`src/rtl/uart_tx_fifo.sv`:
```
// UART transmitter fed by a small first-in first-out buffer.
// Frames are start bit, LSB-first data, optional parity, then one or two stop bits.
module uart_tx_fifo #(
  parameter int CLK_DIV    = 2604,
  parameter int DATA_BITS  = 8,
  parameter int PARITY     = 0,
  parameter int STOP_BITS  = 1,
  parameter int FIFO_DEPTH = 4
) (
  input  logic                 clk,
  input  logic                 rst_n,
  input  logic [DATA_BITS-1:0] tx_data,
  input  logic                 tx_valid,
  output logic                 tx_ready,
  output logic                 sci_tx,
  output logic                 tx_busy,
  output logic                 tx_d_end,
  output logic                 frame_done,
  output logic [2:0]           dbg_state
);

  localparam int             PTR_W     = $clog2(FIFO_DEPTH);
  localparam logic [PTR_W:0] FULL_CNT  = (PTR_W+1)'(FIFO_DEPTH);
  localparam logic [15:0]    DIV_LAST  = 16'(CLK_DIV - 1);
  localparam logic [3:0]     DATA_LAST = 4'(DATA_BITS - 1);
  localparam logic [3:0]     STOP_LAST = 4'(STOP_BITS - 1);
  localparam logic           ODD       = (PARITY == 1);

  typedef enum logic [2:0] {IDLE, START, DATA, PAR, STOP} state_t;

  state_t state_q, state_d;

  // Handshake: a word is written on any rising edge where tx_valid and tx_ready
  // are both high; tx_ready depends only on the registered fill level.
  logic [DATA_BITS-1:0] mem [FIFO_DEPTH];
  logic [PTR_W-1:0]     wr_ptr, rd_ptr;
  logic [PTR_W:0]       count;
  logic                 push, pop, fifo_empty;
  logic [DATA_BITS-1:0] head;

  assign fifo_empty = (count == '0);
  assign tx_ready   = (count != FULL_CNT);
  assign push       = tx_valid && tx_ready;
  assign head       = mem[rd_ptr];

  always_ff @(posedge clk) begin
    if (push) mem[wr_ptr] <= tx_data;
  end

  always_ff @(posedge clk) begin
    if (rst_n) begin
      wr_ptr <= '0;
      rd_ptr <= '0;
      count  <= '0;
    end else begin
      if (push) wr_ptr <= wr_ptr + PTR_W'(1);
      if (pop)  rd_ptr <= rd_ptr + PTR_W'(1);
      case ({push, pop})
        2'b10:   count <= count + (PTR_W+1)'(1);
        2'b01:   count <= count - (PTR_W+1)'(1);
        default: count <= count;
      endcase
    end
  end

  logic [15:0]          div_q, div_d;
  logic [3:0]           bit_q, bit_d;
  logic [DATA_BITS-1:0] shift_q, shift_d;
  logic                 par_q, par_d;
  logic                 sci_q, sci_d;
  logic                 done_q, done_d;
  logic                 bit_end, load;

  assign bit_end = (div_q == DIV_LAST);

  always_comb begin
    state_d = state_q;
    div_d   = '0;
    bit_d   = bit_q;
    shift_d = shift_q;
    par_d   = par_q;
    sci_d   = sci_q;
    done_d  = 1'b0;
    load    = 1'b0;
    pop     = 1'b0;
    if (state_q != IDLE && !bit_end) div_d = div_q + 16'd1;
    case (state_q)
      IDLE: begin
        if (!fifo_empty) load = 1'b1;
      end
      START: begin
        if (bit_end) begin
          state_d = DATA;
          bit_d   = '0;
          sci_d   = shift_q[0];
        end
      end
      DATA: begin
        if (bit_end) begin
          if (bit_q == DATA_LAST) begin
            bit_d = '0;
            if (PARITY != 0) begin
              state_d = PAR;
              sci_d   = par_q;
            end else begin
              state_d = STOP;
              sci_d   = 1'b1;
            end
          end else begin
            bit_d   = bit_q + 4'd1;
            shift_d = shift_q >> 1;
            sci_d   = shift_q[1];
          end
        end
      end
      PAR: begin
        if (bit_end) begin
          state_d = STOP;
          bit_d   = '0;
          sci_d   = 1'b1;
        end
      end
      STOP: begin
        if (bit_end) begin
          if (bit_q == STOP_LAST) begin
            done_d = 1'b1;
            // Chain straight into the next start bit when more words wait.
            if (!fifo_empty) begin
              load = 1'b1;
            end else begin
              state_d = IDLE;
              sci_d   = 1'b1;
            end
          end else begin
            bit_d = bit_q + 4'd1;
          end
        end
      end
      default: state_d = IDLE;
    endcase
    if (load) begin
      pop     = 1'b1;
      shift_d = head;
      par_d   = (^head) ^ ODD;
      state_d = START;
      bit_d   = '0;
      sci_d   = 1'b0;
    end
  end

  always_ff @(posedge clk) begin
    if (rst_n) begin
      state_q <= IDLE;
      div_q   <= '0;
      bit_q   <= '0;
      shift_q <= '0;
      par_q   <= 1'b0;
      sci_q   <= 1'b1;
      done_q  <= 1'b0;
    end else begin
      state_q <= state_d;
      div_q   <= div_d;
      bit_q   <= bit_d;
      shift_q <= shift_d;
      par_q   <= par_d;
      sci_q   <= sci_d;
      done_q  <= done_d;
    end
  end

  assign sci_tx     = sci_q;
  assign frame_done = done_q;
  assign tx_busy    = (state_q != IDLE);
  assign tx_d_end   = !tx_busy && fifo_empty;
  assign dbg_state  = state_q;

endmodule

```
`config.mk`:
```
export PLATFORM = sky130hd
export DESIGN_NAME = uart_tx_fifo
export DESIGN_NICKNAME = d
export VERILOG_FILES = /design/src/rtl/uart_tx_fifo.sv
export SDC_FILE = /design/constraint.sdc
export NUM_CORES = 1
export LEC_CHECK = 0
export ABC_AREA = 1
export CORE_ASPECT_RATIO = 1.5
export CORE_MARGIN = 2
export CORE_UTILIZATION = 55
export DETAILED_ROUTE_END_ITERATION = 10
export PLACE_DENSITY = 0.74
export SLEW_MARGIN = 20
export SYNTH_ARGS = -nofsm -noshare
export SYNTH_HDL_FRONTEND = slang
export SYNTH_SLANG_ARGS = --single-unit
```
`constraint.sdc`:
```
create_clock -name clk -period 3.2 [get_ports clk]
set_input_delay 0.64 -clock clk [delete_from_list [all_inputs] [get_ports clk]]
set_output_delay 0.64 -clock clk [all_outputs]
set_load 0.005 [all_outputs]
```
Yosys cells after proc, flatten, opt, wreduce, memory -nomap -nowiden:

Memory sizes are Yosys's and may differ from the RTL's. A register that Yosys moved wholly into a read port is not among the register bits.
Index checks and enable logic that the tools add are counted.

* add/sub/neg operators: 6
* multipliers: 0
* div/mod/pow operators: 0
* magnitude comparators: 0
* eq/ne operators: 27
* shift operators: 0
* mux-type cells: 39
* bitwise logic cells: 4
* reductions and logical operators: 23

Operators by type and width (number)
* $mux 8: 4
* $ne 3x3->1 const B: 8
* $mux 3: 7
* $mux 4: 5
* $ne 2x2->1 const B: 10
* $add 16x1->16 const B: 1
* $eq 16x12->1 const B: 1
* $mux 1: 16
* $reduce_and 8->1: 2
* $pmux 3 s5: 1
* $pmux 4 s3: 1
* $reduce_and 7->1: 1
* $eq 3x2->1 const B: 2
* $logic_not 3->1: 2
* $pmux 3 s2: 1
* $reduce_bool 2->1: 3
* $reduce_bool 3->1: 2
* $reduce_or 2->1: 3
* $reduce_and 5->1: 1
* $reduce_bool 5->1: 1
* $add 2x1->2 const B: 2
* $add 4x1->4 const B: 1
* $eq 4x3->1 const B: 1
* $logic_not 4->1: 1
* other kinds (15): 22

* register bits after elaboration: 40
* bits in latches: 0
* RAM bits: 32
* bits in read-only memories: 0
* input bits: 11
* word-level logic and storage cells: 110
* memories kept: 1

Memory list
* mem: words 4, bits a word 8, read ports 1, clocked after memory_dff 1, wr ports 1, RTL line 35 `logic [DATA_BITS-1:0] mem [FIFO_DEPTH];`

Logic depth before layout (Yosys ltp):

Gate-level depths: netlist of run 1.

* depth in word-level cells: 8
* depth in mapped cells: 14
* depth with buffers taken out: 13

Worst setup path before layout of run 1:

Ideal clock, no wire load.

* path kind: reg2reg
* from: register div_q[0]
* to: register count[2]
* library setup time: 0.122 ns
* arrival: 2.182 ns
* required time: 3.078 ns
* slack: 0.896 ns
* stages on the path, launching flop included: 13
* period minus slack after synthesis: 2.304 ns
* cell sequence: dfxtp_1 > ha_1 > nand3_1 > nor2_4 > nand3_4 > a21oi_4 > ha_1 > inv_1 > fa_1 > a21oi_1 > o21ai_0 > o21ai_0 > a21oi_1

* cells in the longest elaborated chain, start to end: 6
* elaborated cells between the ends (all ways): 8
* those cells by class: eq/ne (3); mux (4); reduce/logical (1)

Ends and longest elaborated chain
* start, declared: RTL line 66 `logic [15:0] div_q, div_d;`
* start signal, assigned: RTL line 162 `div_q <= div_d;`
* $eq 16x12->1 (*): RTL line 74 `assign bit_end = (div_q == DIV_LAST);`
* $mux 1 (*): RTL line 124 `if (bit_end) begin`
* $pmux 1 s2 (*): RTL line 87 `case (state_q)`
* net load: RTL line 72 `logic bit_end, load;`
* $mux 1 (*): RTL line 141 `if (load) begin`
* $eq 2x1->1 / $eq 2x2->1 (equally long branches): RTL line 58 `case ({push, pop})`
* $pmux 3 s2 / $reduce_bool 2->1 (equally long branches)
* end signal, assigned: RTL line 59 `2'b10: count <= count + (PTR_W+1)'(1);`
* end signal, assigned: RTL line 60 `2'b01: count <= count - (PTR_W+1)'(1);`
* end signal, assigned: RTL line 61 `default: count <= count;`
* end, declared: RTL line 37 `logic [PTR_W:0] count;`

Mark *: on every way through the listed nets, which the timed path passes. The rest lies on a longest branch.
A chain may end at the register's enable or synchronous reset.

Worst setup path after layout of run 1:

* from: register count[2]
* to: output port tx_d_end

* cells in the longest elaborated chain, start to end: 2

Ends and longest elaborated chain
* $logic_not 3->1: RTL line 41 `assign fifo_empty = (count == '0);`
* $logic_and 1x1->1: RTL line 174 `assign tx_d_end = !tx_busy && fifo_empty;`
* end, declared: RTL line 17 `output logic tx_d_end,`

Every way passes these cells.

==> results of run 1 <==
==> power groups by stage <==
stage	logic, mW	registers (mW)	clock network (mW)
4_1_cts	1.17	1.26	0.646
3_3_place_gp	1.14	1.27	0
3_5_place_dp	1.17	1.28	0
5_1_grt	1.33	1.28	0.685
2_1_floorplan	0.897	1.24	0
6_report	1.16	1.26	0.642
==> cell usage in the layout, fill, tap and decap left out, types with 6 or more instances in the layout <==
master	netlist	routed
sky130_fd_sc_hd__nand3_1	34	34
sky130_fd_sc_hd__clkbuf_8	0	9
sky130_fd_sc_hd__o22ai_1	9	9
sky130_fd_sc_hd__dfxtp_1	42	42
sky130_fd_sc_hd__nand2_1	78	78
sky130_fd_sc_hd__buf_4	1	6
sky130_fd_sc_hd__ha_1	8	8
sky130_fd_sc_hd__edfxtp_1	32	32
sky130_fd_sc_hd__o21ai_0	30	30
sky130_fd_sc_hd__a21oi_1	26	26
sky130_fd_sc_hd__inv_1	51	51
sky130_fd_sc_hd__nor2_1	68	68
sky130_fd_sc_hd__clkdlybuf4s50_1	0	18
==> path summary, 6_finish.rpt <==
path | startpoint | to | slack [ns] | cells past startpoint
max | count[2]$_SDFFE_PP0P_ | tx_d_end | 0.80 | 4
min reg2reg | div_q[0]$_SDFF_PP0_ | div_q[0]$_SDFF_PP0_ | 0.45 | 1
max reg2reg | div_q[9]$_SDFF_PP0_ | count[2]$_SDFFE_PP0P_ | 0.81 | 13
min | div_q[0]$_SDFF_PP0_ | div_q[0]$_SDFF_PP0_ | 0.45 | 1
==> logic make-up after synthesis <==
logic type               after synthesis
AND/OR/NAND/NOR                      212
XOR/XNOR                               5
flip-flops                            74
buffers and inverters                 64
adder cells (fa/ha/maj)                9
AO/OA/AOI/OAI                         74
==> metrics by stage <==
| step | util | power [mW] | std cells | instance area (sq um) |
|---|---|---|---|---|
| finish | 0.632 | 3.06 | 546 | 4070 |
| global route | 0.632 | 3.29 | 546 | 4070 |
| CTS | 0.632 | 3.08 | 546 | 4070 |
| detailed placement | 0.606 | 2.45 | 530 | 3900 |
| global placement | 0.606 | 2.42 | 530 | 3900 |
| floorplan | - | 2.14 | 438 | 3630 |
==> worst max-delay path: cells and delay by family, from the launching register on <==
kind	cells	cell delay [ns]
flops	1	0.34
buf+inv	2	0.65
simple gates	2	0.42
==> cell type report <==
type	instances	share of cell area
Multi-Input combinational cell	300	0.385
Inverter	56	0.0523
Clock inverter	7	0.0111
Tap cell	76	0.0234
Timing Repair Buffer	24	0.0553
Clock buffer	9	0.0304
Sequential cell	74	0.443
==> flip-flops by register name, summed over array words and instances, names as in the netlist, named ones only <==
register,flops
count,3
shift_q,8
sci_tx,1
div_q,16
bit_q,4
mem,32
wr_ptr,2
frame_done,1
dbg_state,3
rd_ptr,2
==> routing by layer <==
layer  GRT usage  vias to the layer above  wire length (um)
met1       0.229                     1352              2950
met5           0                        -                 0
met2       0.369                       51              3630
met4      0.0783                        0               215
met3      0.0535                       17               177
li1            -                     1496                 -
==> metrics list, run 1 <==
- Proportion of power drawn by the clock network: 0.210
- The post-synthesis compound-gate area fraction is 0.114.
* Share of synthesized cell area in full adder, half adder and majority cells: 0.0330
- Detailed Place HPWL: 5040 um
* Post-placement setup slack: 0.672 ns
- Worst slack on hold paths: 0.452 ns
* Multi-input logic area: 1570 sq um
- Number of library cell types mapped by synthesis: 40
- Cell count after synthesis: 438
* NetSw: 1.19 mW
- Total number of vias: 2916
- Clock tree synthesis selected as its root buffer the cell sky130_fd_sc_hd__clkbuf_8.
- Worst clock skew on the final layout: 0.0106 ns
* Site row count: 36
* Per-cell routed wire length: 12.8 um
- Sequential group share of total power: 0.410
* Ratio of cells with drive above 1 in the final layout: 0.109
- Among all flip-flop cells after synthesis, the most frequent one is sky130_fd_sc_hd__dfxtp_1.
- The run finished with clean final reports.
- Across the whole layout, storage elements account for 1800 sq um.
- Net count after synthesis: 458
* Count of yosys warnings during synthesis: 0
- Of the total synthesized cell area, the portion taken by XOR and XNOR cells is 0.0120.
* CP endpoint kind: output pin
- The detailed router finished its first iteration with 148 violations.
- Critical path data arrival time: 1.76 ns
- Entering global routing, the biggest net connects 20 pins.
* Initial Utilization: 0.564
- In the finished design, the share of the clock period the worst path needs comes to 0.749.
* CTS-repair resized insts: 0
* Power density over the cells: 752 nW/um^2
* H-tree depth reported by CTS: 3
- For this run, the slowest stage of the critical path takes 0.52 ns.
* Startpoint kind of the worst setup timing path: flip-flop
* Least-Margin Pin Slew: 0.537 ns
- Mean post-synth cell area: 8.30 sq um
- Leak pwr: 1.58 nW
- Based on the critical path, the design can be clocked at up to 417 MHz.
* Height of the chip: 104 um
* Combinational family with the most area after synthesis: simple AND/OR/NAND/NOR gates
- Number of clock sinks seen by CTS: 74
* Most area-hungry cell type in the Yosys netlist: sky130_fd_sc_hd__edfxtp_1
- Along the worst path, the maximum fanout reaches 5.
- By count the netlist is led by 78 x sky130_fd_sc_hd__nand2_1, 68 x sky130_fd_sc_hd__nor2_1, 51 x sky130_fd_sc_hd__inv_1.
* Clock-pin transition on the worst setup and hold timing paths: 0.08 ns
* Most instantiated library cell after synthesis: sky130_fd_sc_hd__nand2_1
- The total count of hold-check failures in the final report was 0.
* Min setup slack post-route: 0.804 ns
- Syn Std Cell Area: 3630 sq um
* Antenna-violating nets left: 0
- Total Routing Usage GR: 0.206
- Die Outline Area: 7290 sq um
- Global-route wire length before repair: 12200 um
- Pin placement for this block handled 19 I/O pins.
- Measured against the total synthesized area, the mux share comes to 0.
* Unrepaired setup endpoints after global routing: no
- The total overflow left after global routing is 0.
- Of the post-synthesis cell area, the dominant cell type holds 0.264.
- Final setup fails: 0
- For this run, the register share of the synthesized area comes to 0.496.
- Die outline width: 70.4 um
- Of the total power, the share spent switching nets is 0.389.
- DRC: 0
- For this design, the CTS-stage hold fixing added 0 buffers.
- Across the VDD grid, the largest voltage drop is 425 uV.
- In this run the deepest clock path goes through 2 buffers.
* Leading post-synthesis cells by cell area: sky130_fd_sc_hd__edfxtp_1 26%, sky130_fd_sc_hd__dfxtp_1 23%, sky130_fd_sc_hd__nand2_1 8.1%
- The max-slew violation total from the final report was 0.
- Number of nets in the finished design: 485
- Routability-driven placement finished with a final weighted congestion of 0.806.
- Number of filler instances in the final layout: 561
- Combinational power share: 0.380
* Req. time, crit path: 2.56 ns
- DR pass1 iterations: 4
- Initial antenna violation count: 0
- Ratio of routed vias to standard cells: 5.34
- Vias in the first global route: 2843
- The min-delay analysis places its worst path in the category reg2reg.
* Tightest slew margin relative to the limit: 0.642
* Syn-to-layout area delta: 12.0%
- Traced cell by cell, the critical path runs through nor3_2 -> inv_2 -> nor2_1 -> clkdlybuf4s50_1.
- The core region is 6440 sq um.
- Design internal power: 1.87 mW
* Total routed wirelength: 6970 um
- Share of synthesized registers carrying an async set or reset: 0
- Simple-gate share of the synthesized area: 0.272
* Number of port buffers: 18
* Clk Latency, worst-skew pair: 0.35 ns
* Worst setup path class: reg2out
- Post-layout min period: 2.40 ns
- The largest individual stage delay along the critical path comes from the cell sky130_fd_sc_hd__clkdlybuf4s50_1.
- Final sum of negative setup slack: 0 ns
* Diodes inserted: 0
* Inserted Clock Buffers: 9
* Post-CTS setup-driven buffer insertion count: 0
- Number of violations of the max-capacitance limit: 0
- Clock tree from TritonCTS: built
- Number of enable flip-flop cells after synthesis: 32
* FF+latch count, synth: 74
Power figures use the tool's default switching activity.
==> inputs of run 2 (changes only) <==
Settings changed: CORE_UTILIZATION 55 to 54, PLACE_DENSITY 0.74 to 0.76.
Clock period 3.2 ns to 2.2 ns, I/O delays scaled along.
==> run 2 against run 1 <==
  * Hold slack worse by 0.0025 ns
  * Die area up 1.8%
  * Non-clock buffer count rose by 16
  * Critical path depth is 9 higher
  * Count of clock-buffer cells in the layout increased by 3
  * Final cell count is 2.9% higher
  * Global-route usage up 0.58 points
  * Flip-flop and latch count unchanged
  * Largest cell class unchanged
==> metrics list, run 2 (synthesis results as in run 1) <==
* Number of filler instances in the final layout: 554 (-1.2%)
* Sequential group share of total power: 0.388 (-0.022)
* Biggest fanout along the worst timing path: 4 (-1)
- Number of violations of the max-capacitance limit: 0 (unchanged)
- The effective utilization at floorplan came to 0.560 (-0.00392).
- Switching share of total power: 0.377 (-0.0123)
- Setup repair after global routing could not meet its margin everywhere.
* Clock tree from TritonCTS: built
- Leaving out fill and tap cells, the most frequent cell in the layout is sky130_fd_sc_hd__nand2_1.
- Of the available clock period, the critical path in the final layout requires 0.967.
* Inserted Clock Buffers: 9 (unchanged)
* Antenna-violating nets left: 0 (unchanged)
- The maximum ir drop on the vdd rail came to 828 uV (+95%).
- The total core area was 6490 sq um (+0.70%).
- Timing would allow up to 470 MHz.
* Tightest slew margin relative to the limit: 0.708 (+0.0660)
* Die Outline Area: 7420 sq um (+1.8%)
- Min setup slack post-route: 0.0733 ns (-0.730 ns)
* Leak pwr: 1.69 nW (+6.6%)
- The arrival time of the worst setup path is 2.35 ns (+0.59 ns).
- Largest Register: mem
- Power density over the cells: 1090 nW/um^2 (+45%)
- The initial antenna violation count came to 0 (unchanged).
- CTS hold repair buffers: 0 (unchanged)
- The total track usage came to 0.212 (+0.00585).
- Number of nets in the finished design: 501 (+3.3%)
- The max-slew violation total from the final report came to 0 (unchanged).
- The total number of vias came to 2970 (+1.9%).
* Least-Margin Pin Slew: 0.438 ns (-0.0988 ns)
* Post-layout min period: 2.13 ns
- Combinational power share: 0.403 (+0.023)
- Ratio of cells with drive above 1 in the final layout: 0.173 (+0.0643)
* CTS Buffer Depth: 2 (unchanged)
* Diodes inserted: 0 (unchanged)
- The routability congestion estimate came to 0.880 (+9.2%).
- Worst setup path class: reg2reg
- The pin count of the biggest net entering global routing came to 20 (unchanged).
- The power after layout is 4.65 mW (+52%).
- The global-route wire length before repair was 12600 um (+3.2%).
- The total count of hold-check failures in the final report was 0 (unchanged).
- Vias in the first global route: 2893 (+1.8%)
- The flip-flop count of the largest register after layout is 32 (unchanged).
- The horizontal die dimension came to 71.0 um (+0.87%).
- The cell count after placement came to 543 (+2.5%).
- The library cells used most frequently in the layout, excluding fill and tap cells, are 78 x sky130_fd_sc_hd__nand2_1, 66 x sky130_fd_sc_hd__nor2_1, 48 x sky130_fd_sc_hd__inv_1.
- The clock share of power came to 0.209 (about the same).
- Height of the chip: 104 um (+0.88%)
- The non-filler instance count after layout came to 562 (+2.9%).
- Req. time, crit path: 2.43 ns (-0.13 ns)
- STA classifies the critical path startpoint as a flip-flop.
- The worst setup path is captured at a flip-flop.
* Final setup fails: 0 (unchanged)
- The number of sinks on the clock net is 74 (unchanged).
* Buffer type at the clock tree root: sky130_fd_sc_hd__clkbuf_8
* Min-Delay Path Class: reg2reg
- The number of rows created at floorplan came to 36 (unchanged).
- The first-pass iteration count of the detailed router is 5 (+1).
* NetSw: 1.75 mW (+47%)
- The via count normalized by instance count is 5.28 (-1.0%).
* Worst clock skew on the final layout: 0.0118 ns (+0.00122 ns)
* Worst slack on hold paths: 0.449 ns (-0.00252 ns)
- The total overflow reported by the global router was 0 (unchanged).
- Total routed wirelength: 7310 um (+4.9%)
- Relative to the synthesized area, the layout overhead comes to 17.6%.
- The number of port buffers is 18 (unchanged).
- The number of violations reported at the end of detailed-routing iteration 0 came to 162 (+9.5%).
- Per-cell routed wire length: 13.0 um (+1.9%)
- The number of remaining DRC errors was 0 (unchanged).
- Post-placement setup slack: 0.0300 ns (-0.642 ns)
* Clock-pin transition on the worst setup and hold timing paths: 0.08 ns (about the same)
* H-tree depth reported by CTS: 3 (unchanged)
* Detailed Place HPWL: 5460 um (+8.3%)
- Registers with the most flip-flops: mem x32, div_q x16, shift_q x8
- The internal power was 2.90 mW (+55%).
- Ports placed on the boundary: 19 (unchanged)
- Clk Latency, worst-skew pair: 0.34 ns (about the same)
* Outcome: finished clean
## run 2: cell types whose count changed in the layout (fill, tap and decap cells not counted), sizes merged
| cell | delta |
|---|---|
| inv | -1 |
| buf | +16 |
| clkbuf | +3 |
| clkinvlp | -1 |
| clkinv | -1 |
## run 2: layout make-up
type | count | area, sq um | area share
clock buffer | 12 | 160 | 0.0375
clock inverter | 4 | 26.3 | 0.00615
inverter | 56 | 213 | 0.0498
multi-input combinational | 300 | 1630 | 0.380
sequential | 74 | 1810 | 0.423
tap | 76 | 95.1 | 0.0222
timing repair buffer | 40 | 345 | 0.0808
## run 2: metal layers
layer / GRT usage / share of wire / vias to the layer above
met2: 0.377 / 0.54 / 50
met3: 0.0417 / 0.027 / 10
met4: 0.0957 / 0.018 / 0
met1: 0.239 / 0.41 / 1384
li1: - / - / 1526
met5: 0 / 0 / -
## run 2: path summary, 6_finish.rpt
kind | start | end | slack (ns) | depth (start not counted)
setup / recovery | bit_q[0]$_SDFFE_PP0P_ | count[2]$_SDFFE_PP0P_ | 0.07 | 13
hold / removal | div_q[0]$_SDFF_PP0_ | div_q[0]$_SDFF_PP0_ | 0.45 | 1
setup reg to reg | bit_q[0]$_SDFFE_PP0P_ | count[2]$_SDFFE_PP0P_ | 0.07 | 13
hold reg to reg | div_q[0]$_SDFF_PP0_ | div_q[0]$_SDFF_PP0_ | 0.45 | 1
## run 2: power groups by stage
| stage | combinational, mW | clock (mW) | sequential [mW] |
|---|---|---|---|
| after floorplan | 1.32 | 0 | 1.81 |
| after global placement | 1.79 | 0 | 1.82 |
| after detailed placement | 1.83 | 0 | 1.83 |
| after CTS | 1.85 | 0.991 | 1.81 |
| after global routing | 2.12 | 1.04 | 1.83 |
| final | 1.87 | 0.971 | 1.80 |
## run 2: what timing repair did
action | CTS | global route
resized for setup | 2 | 6
buffers inserted | 0 | 3
pin swaps | 0 | 5
setup endpoints to repair | 2 | 4
cloned | 0 | 0
## run 2: metrics by stage
| step | setup TNS, ns | utilization | area (sq um) |
|---|---|---|---|
| 4_1_cts | 0 | 0.653 | 4240 |
| 6_report | 0 | 0.659 | 4280 |
| 2_1_floorplan | 0 | - | 3680 |
| 3_5_place_dp | 0 | 0.623 | 4040 |
| 3_3_place_gp | 0 | 0.623 | 4040 |
| 5_1_grt | -0.0463 | 0.659 | 4280 |
## run 2: critical path, stage by stage, from the launching register on
cell and delay, ns:
sky130_fd_sc_hd__dfxtp_2 0.35, sky130_fd_sc_hd__inv_2 0.07, sky130_fd_sc_hd__ha_4 0.12, sky130_fd_sc_hd__nand3_2 0.08
sky130_fd_sc_hd__nor2_4 0.18, sky130_fd_sc_hd__nand3_4 0.09, sky130_fd_sc_hd__a21oi_4 0.14, sky130_fd_sc_hd__ha_2 0.19
sky130_fd_sc_hd__inv_2 0.05, sky130_fd_sc_hd__fa_2 0.35, sky130_fd_sc_hd__a21oi_2 0.13, sky130_fd_sc_hd__o21ai_1 0.09
sky130_fd_sc_hd__o21ai_1 0.13, sky130_fd_sc_hd__a21oi_1 0.05
==> inputs of run 3 (changes only) <==
Settings changed: ABC_AREA 1 to default, CORE_UTILIZATION 54 to 53, CTS_CLUSTER_DIAMETER from default to 150, PLACE_DENSITY 0.76 to 0.75.
==> run 3 against run 2 <==
  * The flow now finishes with violations (setup timing)
  * Flip-flop and latch count is the same
  * Area after synthesis shrank 12%
  * Register-to-register slack lost 0.13 ns
  * Combinational power shrank 41%
  * Largest cell class unchanged
==> metrics list, run 3 <==
- Least-Margin Pin Slew: 0.541 ns (+0.102 ns)
- The routability congestion estimate was 0.809 (-8.1%).
- The arrival time of the worst setup path was 2.53 ns (+0.18 ns).
* Most instantiated library cell after synthesis: sky130_fd_sc_hd__dfxtp_1
- Req. time, crit path: 2.48 ns (+0.05 ns)
- Wire length on met3: 179 um (-11%)
- The post-synthesis instance area is 3210 sq um (-12%).
* Inserted Clock Buffers: 9 (unchanged)
* Initial Utilization: 0.551 (-0.00950)
- Total design power: 3.87 mW (-17%)
* Total Routing Usage GR: 0.199 (-0.0132)
- DR pass1 iterations: 4 (-1)
- The number of violations reported at the end of detailed-routing iteration 0 is 148 (-8.6%).
* Largest incremental delay on the critical path: 0.37 ns (+0.02 ns)
- The async set-or-reset flop fraction in the synthesized netlist is 0 (unchanged).
- Setup repair after global routing could not meet its margin everywhere.
* Slowest cell on the critical path: sky130_fd_sc_hd__dfxtp_2
- The average wire per cell in the routed design is 14.3 um (+9.6%).
- On the critical path the largest part of the delay comes from simple AND/OR/NAND/NOR gates.
- Clk Latency, worst-skew pair: 0.35 ns (about the same)
- In the synthesized netlist the dominant register cell turns out to be sky130_fd_sc_hd__dfxtp_1.
* Sequential share of the synthesized area: 0.561 (+0.0655)
* Post-CTS setup-driven buffer insertion count: 0 (unchanged)
- Wire length on met1: 2410 um (-20%)
- Summed over all instances, the cell type with the most area after synthesis is sky130_fd_sc_hd__edfxtp_1.
* Hold Violations, Final: 0 (unchanged)
- The leakage dissipation was 1.39 nW (-18%).
* Post-layout min period: 2.25 ns (+0.127 ns)
- Counting flops per register, the top entry is mem.
- The total of endpoints with negative setup slack in the final report came to 1 (+1).
* Initial antenna violation count: 0 (unchanged)
- Number of violations of the max-capacitance limit: 0 (unchanged)
- Syn-to-layout area delta: 22.0%
* Top library cells by usage in the layout, fill and taps aside: 40 x sky130_fd_sc_hd__dfxtp_1, 39 x sky130_fd_sc_hd__nor2_1, 32 x sky130_fd_sc_hd__edfxtp_1, 32 x sky130_fd_sc_hd__buf_4, 17 x sky130_fd_sc_hd__clkdlybuf4s50_1
- The yosys synthesis warning count came to 0 (unchanged).
* Site row count: 34 (-5.6%)
- Diodes inserted: 0 (unchanged)
- Walking the worst path, the cells encountered are ha_4 -> and4bb_2 -> and4_4 -> a21oi_2 -> inv_4 -> ha_4 -> inv_2 -> fa_2 -> xor2_1 -> or3_1 -> a21oi_1.
* Leading post-synthesis cells by cell area: sky130_fd_sc_hd__edfxtp_1 30%, sky130_fd_sc_hd__dfxtp_1 26%, sky130_fd_sc_hd__mux4_2 5.6%
- The worst setup path is launched from a flip-flop.
* Clock-pin transition on the worst setup and hold timing paths: 0.08 ns (about the same)
* Net count after synthesis: 297 (-35%)
- Max rail drop VDD: 696 uV (-16%)
- Cell total after placement: 388 (-29%)
- FF+latch count, synth: 74 (unchanged)
- The number of nets still failing antenna checks after routing is 0 (unchanged).
- Ports placed on the boundary: 19 (unchanged)
- TritonCTS built the clock tree.
* Detailed Place HPWL: 4160 um (-24%)
* Die Outline Area: 6710 sq um (-9.5%)
- Global-route wire length before repair: 9710 um (-23%)
* Critical path buffer and inverter count: 2 (unchanged)
- After detailed routing, no signal wire sits above met4.
- Failing checks: setup timing
- The worst setup path is captured at a flip-flop.
- The flow ran to the end, but the final reports show violations.
- Portion of the clock cycle consumed by the worst path in the final layout: 1.02 (+0.0578)
- The highest clock rate came to 444 MHz (-5.6%).
- Cell repeated most along the worst path: sky130_fd_sc_hd__ha_4
- The average cell area after synthesis was 11.6 sq um (+40%).
* CTS Buffer Depth: 2 (unchanged)
- Most common cell after layout, fill and taps aside: sky130_fd_sc_hd__dfxtp_1
- The relative slew slack was 0.639 (-0.0684).
- Total routed wirelength: 5760 um (-21%)
- The commonest cells after synthesis are 42 x sky130_fd_sc_hd__dfxtp_1, 39 x sky130_fd_sc_hd__nor2_1, 32 x sky130_fd_sc_hd__edfxtp_1.
* Number of clock sinks seen by CTS: 74 (unchanged)
* Ratio of routed vias to standard cells: 5.50 (+4.1%)
- The flip-flop count of the largest register after layout is 32 (unchanged).
* Worst clock skew on the final layout: 0.00960 ns (-0.00220 ns)
* Post-placement setup slack: -0.142 ns (-0.172 ns)
- Number of port buffers: 18 (unchanged)
- Die outline width: 67.6 um (-4.8%)
- Pin count of the biggest net entering global routing: 20 (unchanged)
- The root buffer cell chosen for the clock tree is sky130_fd_sc_hd__clkbuf_8.
* Ratio of cells with drive above 1 in the final layout: 0.250 (+0.0772)
- The peak fanout along the critical path is 2 (-2).
- Number of library cell types mapped by synthesis: 51 (+28%)
- The synthesized netlist cell count is 277 (-37%).
- The die extent in y is 99.3 um (-4.9%).
* Number of nets in the finished design: 347 (-31%)
- Power density over the cells: 989 nW/um^2 (-9.1%)
- The total overflow reported by the global router was 0 (unchanged).
- Min setup slack post-route: -0.0540 ns (-0.127 ns)
- Share of the synthesized area in the top cell type: 0.299 (+0.0349)
* Number of enable flip-flop cells after synthesis: 32 (unchanged)
- The non-filler instance count after layout is 404 (-28%).
- Final sum of negative setup slack: -0.0540 ns (-0.0540 ns)
- The total number of vias came to 2223 (-25%).
- Vias in the first global route: 2164 (-25%)
- The largest registers in the layout are mem x32, div_q x16, shift_q x8.
* R2R setup slack: -0.05 ns (-0.13 ns)
- Placeable core area: 5830 sq um (-10%)
- The critical path in this run is classified as reg2reg.
- DRC: 0 (unchanged)
- The met2 wire length was 3020 um (-23%).
- H-tree depth reported by CTS: 3 (unchanged)
* Max-slew violation count: 0 (unchanged)
- The path class of the tightest hold or removal check is reg2reg.
## run 3: cell count changes in the layout (fill, tap and decap cells not counted), sizes merged, moves of 7 or more
| cell | before | now |
|---|---|---|
| a21oi | 29 | 14 |
| buf | 22 | 32 |
| inv | 55 | 17 |
| mux2i | 0 | 7 |
| mux4 | 0 | 8 |
| nand2 | 84 | 14 |
| nand3 | 35 | 11 |
| nor2 | 75 | 40 |
| o21ai | 32 | 6 |
| o22ai | 9 | 1 |
| xnor2 | 1 | 8 |
## run 3: report_power, final
| group | total (mW) | internal, mW | switching (mW) |
|---|---|---|---|
| clock network | 0.971 | 0.426 | 0.545 |
| logic | 1.11 | 0.577 | 0.537 |
| registers | 1.79 | 1.63 | 0.155 |
## run 3: kinds of logic after synthesis
logic type / after synthesis / share of synthesized area
and+or+nand+nor: 105 / 0.177
xor gates and xnor gates: 18 / 0.0491
buffers and inverters: 24 / 0.0351
adders and majority gates: 9 / 0.0374
muxes: 15 / 0.0779
AOI/OAI and AO/OA: 32 / 0.0620
DFF: 74 / 0.561
## run 3: through the flow
stage | cell area [sq um] | utilization | hold WS, ns
floorplan | 3250 | - | 0.432
global placement | 3690 | 0.634 | 0.457
detailed placement | 3690 | 0.634 | 0.471
CTS | 3890 | 0.667 | 0.482
global route | 3920 | 0.672 | 0.507
finish | 3920 | 0.672 | 0.486
## run 3: layer usage
metal	vias up	track usage
li1	1094	-
met1	1075	0.237
met3	11	0.0441
met4	0	0.104
met5	-	0
met2	43	0.327
## run 3: path summary, 6_finish.rpt
check                                from                 endpoint  cells after the start
setup / recovery      div_q[1]$_SDFF_PP0_    count[2]$_SDFFE_PP0P_                     11
setup reg to reg      div_q[1]$_SDFF_PP0_    count[2]$_SDFFE_PP0P_                     11
hold / removal    shift_q[7]$_SDFFE_PP0P_  shift_q[7]$_SDFFE_PP0P_                      2
hold reg to reg   shift_q[7]$_SDFFE_PP0P_  shift_q[7]$_SDFFE_PP0P_                      2
## run 3: worst register-to-register path, cell delays in order (launching register included)
cell,delay (ns)
sky130_fd_sc_hd__dfxtp_2,0.37
sky130_fd_sc_hd__ha_4,0.14
sky130_fd_sc_hd__and4bb_2,0.24
sky130_fd_sc_hd__and4_4,0.24
sky130_fd_sc_hd__a21oi_2,0.07
sky130_fd_sc_hd__inv_4,0.08
sky130_fd_sc_hd__ha_4,0.13
sky130_fd_sc_hd__inv_2,0.03
sky130_fd_sc_hd__fa_2,0.32
sky130_fd_sc_hd__xor2_1,0.15
sky130_fd_sc_hd__or3_1,0.30
sky130_fd_sc_hd__a21oi_1,0.12
## run 3: cell type report
type / instances / area [sq um]
timing repair buffer: 50 / 419
inverter: 13 / 51.3
clock inverter: 7 / 58.8
multi-input combinational: 179 / 1370
tap: 72 / 90.1
sequential: 74 / 1800
clock buffer: 9 / 124
fill: 432 / 1910
## run 3: what timing repair did
| item | in CTS | in global routing |
|---|---|---|
| setup endpoints to repair | 3 | 7 |
| cloned | 0 | 0 |
| gates resized for setup | 4 | 6 |
| hold buffers | 0 | 0 |
